**src/rtl/wb_arbiter_if.sv**
```systemverilog
// Bus bundle between the ALU/load result producers, the write-back arbiter
// and the register file write port.
interface wb_arbiter_if;
    logic        alu_valid;
    logic        alu_ready;
    logic [4:0]  alu_dst;
    logic [31:0] alu_data;
    logic        ld_valid;
    logic        ld_ready;
    logic [4:0]  ld_dst;
    logic [31:0] ld_data;
    logic        reg_we;
    logic [4:0]  dstreg_num;
    logic [31:0] dstreg_data;
    logic [31:0] busy_mask;

    modport slave (
        input  alu_valid, alu_dst, alu_data, ld_valid, ld_dst, ld_data,
        output alu_ready, ld_ready, reg_we, dstreg_num, dstreg_data, busy_mask
    );

    modport master (
        output alu_valid, alu_dst, alu_data, ld_valid, ld_dst, ld_data,
        input  alu_ready, ld_ready, reg_we, dstreg_num, dstreg_data, busy_mask
    );
endinterface

```
**src/rtl/wb_arbiter.sv**
```systemverilog
// Write-back arbiter: serialises ALU results and FIFO-buffered load results
// onto one register-file write port, with hazard blocking and anti-starvation.
module wb_arbiter #(
    parameter int FIFO_DEPTH   = 4,
    parameter int STARVE_LIMIT = 4
) (
    input  logic clk,
    input  logic rst,
    wb_arbiter_if.slave bus
);
    localparam int PTR_W = (FIFO_DEPTH > 1) ? $clog2(FIFO_DEPTH) : 1;
    localparam int OCC_W = $clog2(FIFO_DEPTH + 1);
    localparam int CNT_W = (STARVE_LIMIT > 0) ? $clog2(STARVE_LIMIT + 1) : 1;
    localparam logic [PTR_W-1:0] LAST_PTR  = PTR_W'(FIFO_DEPTH - 1);
    localparam logic [OCC_W-1:0] DEPTH_OCC = OCC_W'(FIFO_DEPTH);
    localparam logic [CNT_W-1:0] LIMIT_CNT = CNT_W'(STARVE_LIMIT);

    logic [4:0]            fifo_dst  [FIFO_DEPTH];
    logic [31:0]           fifo_data [FIFO_DEPTH];
    logic [FIFO_DEPTH-1:0] fifo_live;
    logic [PTR_W-1:0]      rd_ptr;
    logic [PTR_W-1:0]      wr_ptr;
    logic [OCC_W-1:0]      occ;
    logic [CNT_W-1:0]      starve_cnt;

    logic        we_q;
    logic [4:0]  num_q;
    logic [31:0] data_q;

    logic        fifo_nonempty;
    logic        hazard;
    logic        starved;
    logic        alu_fire;
    logic        enq;
    logic        deq;
    logic [31:0] busy;

    assign fifo_nonempty = (occ != '0);

    // NOTE: every always_comb output gets a default first so no latch is inferred.
    always_comb begin
        hazard = 1'b0;
        busy   = '0;
        for (int i = 0; i < FIFO_DEPTH; i++) begin
            if (fifo_live[i]) begin
                if (fifo_dst[i] == bus.alu_dst) hazard = 1'b1;
                busy[fifo_dst[i]] = 1'b1;
            end
        end
        if (bus.alu_dst == 5'd0) hazard = 1'b0;
        if (we_q) busy[num_q] = 1'b1;
        busy[0] = 1'b0;
    end

    assign starved       = (starve_cnt == LIMIT_CNT) && fifo_nonempty;
    assign bus.alu_ready = !rst && !hazard && !starved;
    assign bus.ld_ready  = !rst && (occ < DEPTH_OCC);

    // The ALU has priority; the FIFO head goes out whenever the ALU does not fire.
    assign alu_fire = bus.alu_valid && bus.alu_ready;
    assign deq      = !alu_fire && fifo_nonempty;
    assign enq      = bus.ld_valid && bus.ld_ready && (bus.ld_dst != 5'd0);

    assign bus.reg_we      = we_q;
    assign bus.dstreg_num  = num_q;
    assign bus.dstreg_data = data_q;
    assign bus.busy_mask   = busy;

    // NOTE: sequential state is written only with non-blocking assignments.
    always_ff @(posedge clk) begin
        if (rst) begin
            rd_ptr     <= '0;
            wr_ptr     <= '0;
            occ        <= '0;
            fifo_live  <= '0;
            starve_cnt <= '0;
            we_q       <= 1'b0;
            num_q      <= '0;
            data_q     <= '0;
        end else begin
            if (enq) begin
                wr_ptr            <= (wr_ptr == LAST_PTR) ? '0 : wr_ptr + 1'b1;
                fifo_live[wr_ptr] <= 1'b1;
            end
            if (deq) begin
                rd_ptr            <= (rd_ptr == LAST_PTR) ? '0 : rd_ptr + 1'b1;
                fifo_live[rd_ptr] <= 1'b0;
            end
            if (enq && !deq)      occ <= occ + 1'b1;
            else if (deq && !enq) occ <= occ - 1'b1;

            if (deq || !fifo_nonempty)
                starve_cnt <= '0;
            else if (alu_fire && starve_cnt != LIMIT_CNT)
                starve_cnt <= starve_cnt + 1'b1;

            if (alu_fire) begin
                we_q <= (bus.alu_dst != 5'd0);
                if (bus.alu_dst != 5'd0) begin
                    num_q  <= bus.alu_dst;
                    data_q <= bus.alu_data;
                end
            end else if (deq) begin
                we_q   <= 1'b1;
                num_q  <= fifo_dst[rd_ptr];
                data_q <= fifo_data[rd_ptr];
            end else begin
                we_q <= 1'b0;
            end
        end
    end

    // NOTE: payload storage is not reset; fifo_live qualifies every entry.
    always_ff @(posedge clk) begin
        if (enq) begin
            fifo_dst[wr_ptr]  <= bus.ld_dst;
            fifo_data[wr_ptr] <= bus.ld_data;
        end
    end
endmodule

```
**src/flat_wrapper.sv**
```systemverilog
// flat-port wrapper written by rule: the top's interface ports become plain ports
module wb_arbiter_flat 
#(
    parameter int FIFO_DEPTH   = 4,
    parameter int STARVE_LIMIT = 4
)
  (clk, rst, bus_alu_valid, bus_alu_dst, bus_alu_data, bus_ld_valid, bus_ld_dst, bus_ld_data, bus_alu_ready, bus_ld_ready, bus_reg_we, bus_dstreg_num, bus_dstreg_data, bus_busy_mask);
  wb_arbiter_if bus_i ();
  input  logic clk;
  input  logic rst;
  input wire logic [$bits(bus_i.alu_valid)-1:0] bus_alu_valid;
  input wire logic [$bits(bus_i.alu_dst)-1:0] bus_alu_dst;
  input wire logic [$bits(bus_i.alu_data)-1:0] bus_alu_data;
  input wire logic [$bits(bus_i.ld_valid)-1:0] bus_ld_valid;
  input wire logic [$bits(bus_i.ld_dst)-1:0] bus_ld_dst;
  input wire logic [$bits(bus_i.ld_data)-1:0] bus_ld_data;
  output wire logic [$bits(bus_i.alu_ready)-1:0] bus_alu_ready;
  output wire logic [$bits(bus_i.ld_ready)-1:0] bus_ld_ready;
  output wire logic [$bits(bus_i.reg_we)-1:0] bus_reg_we;
  output wire logic [$bits(bus_i.dstreg_num)-1:0] bus_dstreg_num;
  output wire logic [$bits(bus_i.dstreg_data)-1:0] bus_dstreg_data;
  output wire logic [$bits(bus_i.busy_mask)-1:0] bus_busy_mask;
  assign bus_i.alu_valid = bus_alu_valid;
  assign bus_i.alu_dst = bus_alu_dst;
  assign bus_i.alu_data = bus_alu_data;
  assign bus_i.ld_valid = bus_ld_valid;
  assign bus_i.ld_dst = bus_ld_dst;
  assign bus_i.ld_data = bus_ld_data;
  assign bus_alu_ready = bus_i.alu_ready;
  assign bus_ld_ready = bus_i.ld_ready;
  assign bus_reg_we = bus_i.reg_we;
  assign bus_dstreg_num = bus_i.dstreg_num;
  assign bus_dstreg_data = bus_i.dstreg_data;
  assign bus_busy_mask = bus_i.busy_mask;
  wb_arbiter #(.FIFO_DEPTH(FIFO_DEPTH), .STARVE_LIMIT(STARVE_LIMIT)) u_core (.clk(clk), .rst(rst), .bus(bus_i));
endmodule
```
**config.mk**
```make
export PLATFORM = sky130hd
export DESIGN_NAME = wb_arbiter_flat
export DESIGN_NICKNAME = d
export VERILOG_FILES = /design/src/rtl/wb_arbiter_if.sv /design/src/rtl/wb_arbiter.sv /design/src/flat_wrapper.sv
export SDC_FILE = /design/constraint.sdc
export NUM_CORES = 1
export LEC_CHECK = 0
export BUFFER_PORTS_ARGS = -buffer_cell sky130_fd_sc_hd__buf_2
export CORE_AREA = 3 3 136 138
export DETAILED_ROUTE_END_ITERATION = 10
export DIE_AREA = 0 0 139 141
export PLACE_DENSITY = 0.75
export SYNTH_ARGS = -nofsm -noshare
export SYNTH_HDL_FRONTEND = slang
export SYNTH_SLANG_ARGS = --single-unit
```
**constraint.sdc**
```tcl
create_clock -name clk -period 7.02 [get_ports clk]
set_input_delay 0.351 -clock clk [delete_from_list [all_inputs] [get_ports clk]]
set_output_delay 0.351 -clock clk [all_outputs]
set_load 0.005 [all_outputs]
```
==> results summary, run 1 <==
The run finished with clean final reports. The static leakage came out at 0.00399 uW. The number of clock buffers inserted by TritonCTS came out at 20. The estimated wirelength of the detail-placed design came out at 15.6 mm.

The critical register-to-register path endpoint is u_core.bus.dstreg_data[3]$_SDFFE_PP0P_. Of the cells placed in the final design, the portion with a size suffix greater than 1 is 0.289. For the worst-skew pair, the clock arrives at the later sink with an insertion delay of approximately 0.47 ns. From synthesis to final layout, the design area changed by 14.7%. The number of hold-slack violations in the final timing report is 0. The top-level port count is 150. The width of the die is 139 um. The number of global-route vias before repair came out at 7011. Synthesis produced 766 cells. The minimum clock period is 3.51 ns. The mapped netlist covers 9580 um2. The top-area cell type share of the netlist area is 0.464. Together, buffers and inverters on the worst path number 1. The routed design has 23.8 mm of wire.

Total power for the finished layout comes to 3500 uW. The delay of the slowest cell on the worst path came out at 0.86 ns. The register bit count reported by yosys is 202. The area of the die came out at 19600 um2. Once the clock tree was built, the resizer swapped 0 gates to a different size. Post-CTS timing repair inserted 0 buffers for setup. The detailed-router iteration count before antenna repair came out at 5. The via total after detailed routing came out at ~6900. Clock skew on the completed layout was measured at 0.00745 ns. The number of flops mapped to enable cells by yosys is 148. After routing, the total negative slack on setup checks comes to 0 ns.

The multi-input combinational cell area came out at roughly 3700 um2. sky130_fd_sc_hd__edfxtp_1 is the most common cell in the netlist. Sorting the synthesized cells by how often they occur yields sky130_fd_sc_hd__edfxtp_1 (148), sky130_fd_sc_hd__nand2_1 (88), sky130_fd_sc_hd__nor2_1 (84).

The average vias per placed instance is 6.17. The number of diodes added for antenna fixing is 0. The quantity of hold-fixing buffers added after cts is 0. The core region is 17300 um2. The routed length per instance came out at 21.2 um. The worst hold path belongs to the class in2reg. Clock tree synthesis found a total of 202 sinks. The total number of H-tree levels came out at 1. The tree is rooted in a sky130_fd_sc_hd__clkbuf_16. The primary flip-flop cell chosen by synthesis mapping is sky130_fd_sc_hd__edfxtp_1. In this design, the largest share of critical-path delay is due to compound AO/OA/AOI/OAI gates. During synthesis, Yosys emitted a total of 0 warnings.

The max-slew violation total from the final report is 0. Measured against its own limit, the worst slew margin works out to 0.287. The overflow left after global routing came out at 0. Across the VDD grid, the largest voltage drop is 0.278 mV.

Dividing the final minimum period by the clock period gives 0.500. The mean instance size in the synthesized netlist is around 13 um2. The global placer's final weighted congestion came out at 0.965. In this run the worst path has a maximum fanout of 40. On the critical path, the stage with the largest delay is an instance of sky130_fd_sc_hd__o21ai_4. The data required time at the worst endpoint is between 7 and 8 ns.

The end point of the most critical hold path is u_core.fifo_data[0][20]$_DFFE_PP_. The number of rows in the core area came out at 48. Counting flops with an async set or reset pin after synthesis yields a share of 0.

The buffer depth of the longest clock path came out at 3. The remaining number of nets flagged by the antenna check after routing came out at 0. The kind of critical path is reg2reg. The max-cap violation count is 0. The sort of element at the end of the critical path is a flop.

For this run, the register share of the synthesized area comes to 0.577. Entering global routing, the biggest net connects 55 pins. The biggest area contributor in the post-synthesis netlist is sky130_fd_sc_hd__edfxtp_1.

The number of nets in the synthesized netlist is 856. The count of unique library cells instantiated by Yosys is 46. Static timing analysis puts the maximum clock frequency at approximately 290 MHz.

The worst register-to-register path begins at u_core.fifo_dst[0][4]$_DFFE_PP_. The critical path data arrival time is 3.88 ns. At the pin with the least slew margin, the transition time is 1.07 ns. The clock tree from TritonCTS is yes. Sorting the synthesized cells by area gives the leading types as sky130_fd_sc_hd__edfxtp_1 (46%), sky130_fd_sc_hd__dfxtp_1 (11%), sky130_fd_sc_hd__mux4_2 (8.7%), sky130_fd_sc_hd__nand2_1 (3.4%), sky130_fd_sc_hd__nor2_1 (3.3%). Measured along the y axis, the die boundary spans 141 um.

After clock tree synthesis, the clock-pin slew on the worst setup and hold paths is 0.06 ns. The wire length of the first global-routing pass came out at 37.6 mm. The initial antenna violation count came out at 0.

The number of nets in the finished design came out at just under 1000. The hold-critical path depth came out at 1. Setup repair after global routing left no endpoint under its margin. The startpoint identified for the worst hold timing path is bus_ld_data[20]. The count of port buffers added during placement is 148. Counting the fill cells in the layout gives between 1000 and 1500. The violation count after the first detailed-route iteration came out at 520. The worst-case register-to-register setup slack is 3.51 ns.

The total power density per cell area came out at 318 nW/um2. STA classifies the critical path startpoint as a flop. The initial utilization of the core area, before any placement, comes to 0.554.

The total global-route track usage came out at 0.238. Across the whole layout, storage elements account for 5530 um2. The signal on the critical path passes through xor2_1 > nor4_1 > and3_1 > or4_1 > o21ai_4 > buf_4 > nor2_1 > a311oi_1. The length in cells of the worst reg-to-reg path came out at 8. The final routed DRC violation total came out at 0. The setup-violating endpoint count in the final report came out at 0.
==> layout make-up <==
type,instances,area share
tap,225,0.0256
multi-input combinational,495,0.337
clock buffer,27,0.0517
clock inverter,9,0.00866
inverter,9,0.00308
timing repair buffer,153,0.0709
sequential,202,0.503
==> cells by family (layout without fill, tap and decap cells) <==
| group | count (synthesis) | count (layout) | synth area share |
|---|---|---|---|
| buffers and inverters | 69 | 198 | 0.0376 |
| xor gates and xnor gates | 22 | 22 | 0.0201 |
| AOI/OAI and AO/OA | 122 | 122 | 0.105 |
| adders and majority gates | 12 | 12 | 0.0165 |
| DFF | 202 | 202 | 0.577 |
| other | 1 | 1 | 0.000392 |
| muxes | 41 | 41 | 0.0912 |
| and+or+nand+nor | 297 | 297 | 0.152 |
==> routing by layer <==
layer,GRT usage,part of all wire,routed length (um)
met1,0.317,0.40,9490
met2,0.402,0.49,11600
met3,0.0404,0.079,1870
met4,0.0762,0.033,777
met5,0,0,0
==> state kept, by name, indices dropped and copies added (netlist names), named ones only <==
name                    flops
u_core.bus.reg_we           1
u_core.occ                  3
u_core.bus.dstreg_num       5
u_core.bus.dstreg_data     32
u_core.fifo_live            4
u_core.starve_cnt           3
u_core.wr_ptr               2
u_core.fifo_data          128
u_core.fifo_dst            20
u_core.rd_ptr               2
==> power by group <==
group	total [uW]	switching, uW	internal, uW
clock network	1060	414	642
logic	830	441	390
registers	1610	172	1440
==> how the worst max path moves through the flow <==
stage,from,to,slack [ns],cells past startpoint
floorplan,bus_alu_dst[4],u_core.occ[2]$_SDFFE_PP0P_,3.95,15
global placement,u_core.fifo_dst[0][2]$_DFFE_PP_,u_core.bus.dstreg_data[3]$_SDFFE_PP0P_,3.64,8
detailed placement,u_core.fifo_dst[2][3]$_DFFE_PP_,u_core.bus.dstreg_data[3]$_SDFFE_PP0P_,3.55,8
CTS,u_core.fifo_dst[2][2]$_DFFE_PP_,u_core.bus.dstreg_data[3]$_SDFFE_PP0P_,3.54,8
global route,u_core.fifo_dst[2][1]$_DFFE_PP_,u_core.bus.dstreg_data[21]$_SDFFE_PP0P_,3.22,8
finish,u_core.fifo_dst[0][4]$_DFFE_PP_,u_core.bus.dstreg_data[3]$_SDFFE_PP0P_,3.51,8
==> cell usage in the layout (no fill, tap or decap), types with 4 or more instances in the layout <==
cell                        netlist  layout
sky130_fd_sc_hd__xor2_1          18      18
sky130_fd_sc_hd__mux2i_1          4       4
sky130_fd_sc_hd__and3_1           9       9
sky130_fd_sc_hd__a22oi_1         35      35
sky130_fd_sc_hd__clkbuf_16        0      21
sky130_fd_sc_hd__nand2_1         88      88
sky130_fd_sc_hd__a311oi_2         6       6
sky130_fd_sc_hd__a211oi_1         4       4
sky130_fd_sc_hd__nor2_2           6       6
sky130_fd_sc_hd__or2_2            6       6
sky130_fd_sc_hd__xnor2_1          4       4
sky130_fd_sc_hd__and3b_1          4       4
sky130_fd_sc_hd__o21ai_0          4       4
sky130_fd_sc_hd__o22ai_1         16      16
sky130_fd_sc_hd__or3b_2           5       5
sky130_fd_sc_hd__nor3b_1         20      20
sky130_fd_sc_hd__nand3_1         27      27
sky130_fd_sc_hd__clkbuf_1        16       4
sky130_fd_sc_hd__and2_2           0       4
sky130_fd_sc_hd__mux4_2          37      37
sky130_fd_sc_hd__dfxtp_1         54      52
sky130_fd_sc_hd__edfxtp_1       148     148
sky130_fd_sc_hd__nor2_1          84      84
sky130_fd_sc_hd__nand3b_1        19      19
sky130_fd_sc_hd__nor3_1          11      11
sky130_fd_sc_hd__buf_2           27     148
sky130_fd_sc_hd__clkinv_2         0       7
sky130_fd_sc_hd__a21oi_1          5       5
sky130_fd_sc_hd__inv_1            9       9
sky130_fd_sc_hd__buf_4           14       5
sky130_fd_sc_hd__a311oi_1        25      25
sky130_fd_sc_hd__nor4_1           6       6
sky130_fd_sc_hd__a211oi_2         6       6
sky130_fd_sc_hd__o221ai_1        16      16
sky130_fd_sc_hd__ha_1            11      11
==> metrics by stage <==
stage / setup WS [ns] / hold slack, ns / std cells / utilization / instance area (um2)
2_1_floorplan: 3.95 / 0.431 / 766 / - / 9580
3_3_place_gp: 3.64 / 0.453 / 1084 / 0.597 / 10300
3_5_place_dp: 3.55 / 0.467 / 1084 / 0.597 / 10300
4_1_cts: 3.54 / 0.0737 / 1120 / 0.635 / 11000
5_1_grt: 3.22 / 0.0803 / 1120 / 0.635 / 11000
6_report: 3.51 / 0.0860 / 1120 / 0.635 / 11000
Power figures use the tool's default switching activity.
==> run 2, diff against run 1 <==
Clock period 7.02 ns to 3.3 ns, I/O delays scaled along.
==> run 2 against run 1 <==
Compared with the run above:
- non-clock buffer count rose by 101
- sequential power rose by 110%
- worst setup slack got worse by 3.3 ns
- via count rose by 8.0%
- clock power rose by 130%
- count of clock-buffer cells in the layout fell by 1
- clock skew fell by 0.0014 ns
- largest power group unchanged
- final area rose by 9.5%
- combinational power rose by 130%
- fmax rose by 12%
- flip-flop and latch count did not move
==> results summary, run 2 (synthesized netlist as in run 1, its figures left out) <==
The area growth from synthesis to layout is 25.6%. The final critical-path share of the clock period is 0.950 (+0.450). The total number of H-tree levels came out at 1 (unchanged). The total negative slack for setup checks is 0 ns (unchanged). The number of diodes added for antenna fixing came out at 0 (unchanged). The overall power consumption came out at 7790 uW (+120%).

The number of clock buffers inserted by TritonCTS came out at 20 (unchanged). The slew at the pin closest to its max-slew limit is 0.822 ns (-0.247 ns). The area occupied by registers is 5530 um2 (unchanged). Clock tree synthesis selected as its root buffer the cell sky130_fd_sc_hd__clkbuf_16. The worst IR drop on VDD came out at 0.512 mV (+84%). The number of fill cells in the layout is 1156 (-10%).

The met1 track demand over resource in global routing came out at 0.329 (+0.0123). Setup repair after global routing left no endpoint under its margin. The setup-violating endpoint count in the final report came out at 0 (unchanged). The critical path starts at u_core.fifo_dst[0][0]$_DFFE_PP_.

The share of post-route cells with drive strength above 1 came out at 0.293 (+0.00379). The total global-route track usage is 0.267 (+0.0296). The remaining number of nets flagged by the antenna check after routing came out at 0 (unchanged). The minimum clock period is 3.13 ns (-0.375 ns). The layer flagged by global routing as most heavily used is met2. The number of rows in the core area came out at 48 (unchanged). The flip-flop count of the largest register, all copies and words added came out at 128 (unchanged).

The routed length per instance came out at 21.7 um (+2.0%). The TritonCTS sink count was 202 (unchanged). The average vias per placed instance is 6.11 (-0.97%). The CTS clock-pin slew for the worst setup and hold paths came to 0.06 ns (about the same). The detailed-router iteration count before antenna repair is 5 (unchanged). The wire length of the first global-routing pass came out at 41.8 mm (+11%).

The cell count after placement is 1113 (+2.7%). The kind of start point of the critical path is a flop. The post-route clock skew came to 0.00604 ns (-0.00141 ns).

The post-layout instance count excluding filler cells came to 1221 (+9.0%). The worst setup path is of the reg2reg kind. The number of nets in the finished design is 1072 (+10%). The initial core utilization is 0.554 (unchanged). The max-cap violation count came out at 0 (unchanged). The met3 layer usage reported by global route came to 0.0393 (-0.00102). The via total after detailed routing came out at 7463 (+8.0%). The max-slew violation total from the final report came out at 0 (unchanged). The estimated wirelength of the detail-placed design is 17.0 mm (+9.0%). The width of the die was 139 um (unchanged). The critical path data arrival time came to 3.54 ns (-0.34 ns). The count of port buffers added during placement is 148 (unchanged). The clock tree from TritonCTS is yes.

The violation count after the first detailed-route iteration came out at 662 (+27%). The final routed DRC violation total came to 0 (unchanged). The data required time at the worst endpoint is 3.70 ns (-3.69 ns). The top-level port count was 150 (unchanged). The startpoint identified for the worst register-to-register timing path is u_core.fifo_dst[0][0]$_DFFE_PP_. The most flop-heavy register is u_core.fifo_data. The pin count of the biggest net entering global routing is 45 (-18%).

The number of hold-slack violations in the final timing report was 0 (unchanged). The largest fanout of any net on the critical path is 9 (-78%). The overflow left after global routing is 0 (unchanged). The worst slew margin relative to its limit is 0.452 (+0.165). The global placer's final weighted congestion came to 0.973 (+0.77%). The buffer depth of the longest clock path came to 3 (unchanged). The final worst setup slack came out at 0.167 ns (-3.35 ns). The initial antenna violation count came to 0 (unchanged). The worst slack on hold paths is 0.0682 ns (-0.0178 ns). The die span in y is 141 um (unchanged). The multi-input combinational cell area was 3700 um2 (+0.20%). The area of the die was 19600 um2 (unchanged). The static leakage is 0.00446 uW (+12%). The sort of element at the end of the critical path is a flop.

The overall routed net length is 26.4 mm (+11%). The library cells used most frequently in the layout, excluding fill and tap cells, are sky130_fd_sc_hd__buf_2 (148), sky130_fd_sc_hd__edfxtp_1 (148), sky130_fd_sc_hd__nand2_1 (88). The worst hold path begins at bus_alu_data[28]. The worst setup slack after placement is 0.189 ns (-3.36 ns). The area of the core is 17300 um2 (unchanged). The highest attainable clock frequency came to 319 MHz (+12%). The clock insertion delay at the later pin of the skew report came out at 0.48 ns (about the same). The min-delay analysis places its worst path in the category in2reg. The number of global-route vias before repair came out at 7630 (+8.8%). The met2 usage in global routing came to 0.487 (+0.0846). The flow ran to the end, and the final reports show no timing, DRC or antenna violations. The total power density per cell area is 648 nW/um2 (+100%).
-- run 2: report_power, final --
| group | switching (uW) | leakage (uW) | internal, uW |
|---|---|---|---|
| clock | 903 | 0.000348 | 1520 |
| combinational | 1020 | 0.00232 | 928 |
| sequential | 358 | 0.00179 | 3060 |
-- run 2: path summary, 6_finish.rpt --
check                                            endpoint  slack, ns  depth (start not counted)
setup / recovery               u_core.occ[2]$_SDFFE_PP0P_       0.17                         12
hold / removal    u_core.bus.dstreg_data[28]$_SDFFE_PP0P_       0.07                          3
setup reg to reg               u_core.occ[2]$_SDFFE_PP0P_       0.17                         12
hold reg to reg         u_core.starve_cnt[0]$_SDFFE_PP0P_       0.47                          1
-- run 2: stage by stage --
stage / area, um2 / utilization
floorplan: 9580 / -
global placement: 10600 / 0.612
detailed placement: 10600 / 0.612
CTS: 12000 / 0.694
global route: 12000 / 0.695
finish: 12000 / 0.695
-- run 2: per-layer routing --
metal | up-vias | wire length (um)
li1 | 3361 | -
met1 | 3622 | 9980
met2 | 419 | 13800
met3 | 61 | 2020
met4 | 0 | 632
met5 | - | 0
-- run 2: what timing repair did --
action | CTS | global route
endpoints found under the hold margin | 180 | 0
setup endpoints to repair | 0 | 1
gates resized for setup | 0 | 2
hold buffers | 69 | 0
setup buffers | 0 | 3
-- run 2: area by class of cell --
class / count / share of cell area
Inverter: 9 / 0.00281
Clock inverter: 10 / 0.0128
Clock buffer: 26 / 0.0469
Multi-Input combinational cell: 495 / 0.308
Sequential cell: 202 / 0.460
Timing Repair Buffer: 254 / 0.146
Tap cell: 225 / 0.0234
-- run 2: worst max-delay path, stage by stage (launching register included) --
cell and delay, ns:
sky130_fd_sc_hd__edfxtp_1 0.53, sky130_fd_sc_hd__xnor2_1 0.18, sky130_fd_sc_hd__and3_1 0.18, sky130_fd_sc_hd__or4_4 0.50, sky130_fd_sc_hd__a21oi_2 0.18, sky130_fd_sc_hd__nor2_1 0.12
sky130_fd_sc_hd__inv_1 0.08, sky130_fd_sc_hd__ha_1 0.20, sky130_fd_sc_hd__inv_1 0.08, sky130_fd_sc_hd__fa_1 0.37, sky130_fd_sc_hd__xor2_1 0.17, sky130_fd_sc_hd__or3_1 0.31
sky130_fd_sc_hd__a21oi_1 0.17
==> run 3, diff against run 2 <==
Settings changed: CTS_CLUSTER_SIZE set to 8.
Clock period 3.3 ns to 3.1 ns, I/O delays scaled along.
==> run 3 against run 2 <==
Compared with the run above:
- fmax increased by 7.3%
- clock skew increased by 0.017 ns
- flip-flop and latch count unchanged
- global-route usage increased by 0.059 points
- critical path type unchanged
- via count increased by 0.55%
- critical endpoint unchanged
- worst hold slack got worse by 0.025 ns
- cell count increased by 1.9%
- total power increased by 10%
- count of clock-buffer cells in the layout increased by 26
- combinational power increased by 9%
- register-to-register slack about the same
- clock power increased by 17%
==> results summary, run 3 (synthesized netlist as in run 1, its figures left out) <==
The run finished with clean final reports. The design area came out at 12200 um2 (+1.3%). The cell count after placement is 1117 (+0.36%). The critical path data arrival time is 3.37 ns (-0.17 ns). The die span in y came out at 141 um (unchanged). The post-route clock skew is 0.0229 ns (+0.0168 ns). The violation count after the first detailed-route iteration is 691 (+4.4%). The area of the core is 17300 um2 (unchanged).

The worst slack on hold paths was 0.0433 ns (-0.0249 ns). The tree is rooted in a sky130_fd_sc_hd__clkbuf_16. The area of the die is 19600 um2 (unchanged). The number of rows in the core area came out at 48 (unchanged). The max-cap violation count was 0 (unchanged). The routed length per instance came to 21.4 um (-1.3%). The setup-violating endpoint count in the final report is 0 (unchanged).

The global placer's final weighted congestion came out at 1.01 (+3.5%). The average vias per placed instance came to 6.03 (-1.3%). The total power density per cell area is 703 nW/um2 (+8.6%). The initial antenna violation count is 0 (unchanged). The data required time at the worst endpoint is 3.55 ns (-0.15 ns). The wire length of the first global-routing pass is 41.8 mm (about the same).

The buffer depth of the longest clock path was 3 (unchanged). The flip-flop count of the largest register, all copies and words added came to 128 (unchanged). The remaining number of nets flagged by the antenna check after routing came out at 0 (unchanged). The number of diodes added for antenna fixing is 0 (unchanged). The worst-case register-to-register setup slack came out at 0.18 ns (about the same). The number of nets in the finished design is 1086 (+1.3%). The minimum clock period was 2.92 ns (-0.212 ns).

The TritonCTS sink count is 202 (unchanged). The clock insertion delay at the later pin of the skew report is 0.53 ns (+0.05 ns). The highest attainable clock frequency came out at 342 MHz (+7.3%). The worst setup slack after placement came out at 0.111 ns (-0.0778 ns). The overflow left after global routing is 0 (unchanged). Walking the worst path, the cells encountered are xor2_1 > nor4_1 > and3_1 > or4_4 > a21oi_2 > nor2_1 > inv_1 > ha_1 > inv_1 > fa_1 > xor2_1 > or3_1 > a21oi_1. The final routed DRC violation total is 0 (unchanged). The delay of the slowest cell on the worst path came out at 0.55 ns (+0.02 ns). The initial core utilization came out at 0.554 (unchanged). The share of post-route cells with drive strength above 1 is 0.291 (-0.00171).

The number of hold-slack violations in the final timing report is 0 (unchanged). The width of the die came to 139 um (unchanged). The via total after detailed routing came to 7504 (+0.55%). The final critical-path share of the clock period is 0.942 (-0.00721). The total number of H-tree levels came to 1 (unchanged). The sort of element at the end of the critical path is a flop. The total negative slack for setup checks came out at 0 ns (unchanged). The cell area after placement came out at 10600 um2 (+0.40%).

The worst slew margin relative to its limit is 0.437 (-0.0149). For this design, the slowest cell found on the critical path is sky130_fd_sc_hd__or4_4. The worst setup path is of the reg2reg kind. The kind of start point of the critical path is a flop.

The top-level port count was 150 (unchanged). The total global-route track usage is 0.268 (+0.000590). The max-slew violation total from the final report came out at 0 (unchanged). The overall routed net length came out at 26.6 mm (+0.57%).

The count of port buffers added during placement was 148 (unchanged). Compared with the post-synthesis result, the final layout area differs by 27.2%. Leaving out fill and tap cells, the most frequent cells in the layout are sky130_fd_sc_hd__buf_2 (148), sky130_fd_sc_hd__edfxtp_1 (148), sky130_fd_sc_hd__nand2_1 (88).

The largest fanout of any net on the critical path came out at 2 (-7). Ranked by flip-flop count, first place goes to u_core.fifo_data. The detailed-router iteration count before antenna repair came out at 5 (unchanged). The CTS clock-pin slew for the worst setup and hold paths came out at 0.05 ns (about the same). The static leakage is 0.00453 uW (+1.6%).

The estimated wirelength of the detail-placed design is 16.4 mm (-3.1%). The path category of the worst min-delay check is in2reg. The post-layout instance count excluding filler cells came out at 1244 (+1.9%). The worst IR drop on VDD is 0.626 mV (+22%). The pin count of the biggest net entering global routing is 45 (unchanged). The slew at the pin closest to its max-slew limit is 0.845 ns (+0.0224 ns). The final worst setup slack came out at 0.179 ns (+0.0123 ns). TritonCTS built the clock tree. The number of global-route vias before repair came out at 7645 (+0.20%). The number of clock buffers inserted by TritonCTS came out at 29 (+45%).
-- run 3: cell types whose count changed in the layout (fill, tap and decap cells not counted) --
cell and change:
sky130_fd_sc_hd__bufinv_16 -4, sky130_fd_sc_hd__clkbuf_1 +20, sky130_fd_sc_hd__clkinvlp_4 -1, sky130_fd_sc_hd__clkinv_1 -2, sky130_fd_sc_hd__buf_4 +4, sky130_fd_sc_hd__clkbuf_8 -2, sky130_fd_sc_hd__buf_12 +1, sky130_fd_sc_hd__clkbuf_16 +8
sky130_fd_sc_hd__clkinv_2 -2, sky130_fd_sc_hd__inv_6 +1
-- run 3: path summary, 6_finish.rpt --
path	start	endpoint	cells past startpoint
setup / recovery	u_core.fifo_dst[2][1]$_DFFE_PP_	u_core.occ[2]$_SDFFE_PP0P_	13
hold / removal	rst	u_core.bus.dstreg_data[25]$_SDFFE_PP0P_	2
setup reg to reg	u_core.fifo_dst[2][1]$_DFFE_PP_	u_core.occ[2]$_SDFFE_PP0P_	13
hold reg to reg	u_core.starve_cnt[0]$_SDFFE_PP0P_	u_core.starve_cnt[0]$_SDFFE_PP0P_	1
-- run 3: worst max-delay path: cells and delay by family, from the launching register on --
family / cells / cell delay [ns]
adder cells (fa/ha/maj): 2 / 0.55
XOR/XNOR: 2 / 0.33
AND/OR/NAND/NOR: 5 / 1.15
AO/OA/AOI/OAI: 2 / 0.29
flip-flops: 1 / 0.42
buffers and inverters: 2 / 0.12
-- run 3: what timing repair did --
action,in CTS,in global routing
endpoints found under the setup margin,0,1
resized for setup,0,2
hold buffers,69,0
endpoints found under the hold margin,180,0
buffers inserted,0,4
-- run 3: cell type report --
cell class / count / area (um2)
flip-flops and latches: 202 / 5530
multi-input cells: 495 / 3700
fillers: 1121 / 5110
repair buffers: 259 / 1810
clock inverters: 2 / 17.5
clock buffers: 52 / 812
inverters: 9 / 33.8
well taps: 225 / 282
-- run 3: metrics by stage --
step | power (uW) | util
floorplan | 4910 | -
global placement | 5580 | 0.615
detailed placement | 5610 | 0.615
CTS | 8530 | 0.702
global route | 8970 | 0.705
finish | 8570 | 0.705
-- run 3: power by group --
part           total, uW  internal, uW  switching (uW)
sequential          3610          3260             351
clock               2840          1750            1090
combinational       2130           997            1130
-- run 3: routing by layer --
layer / track usage / vias to the layer above / routed length, um
met5: 0 / - / 0
met4: 0.0927 / 0 / 822
met3: 0.0475 / 81 / 2250
met2: 0.473 / 450 / 13500
met1: 0.335 / 3586 / 10000
li1: - / 3387 / -
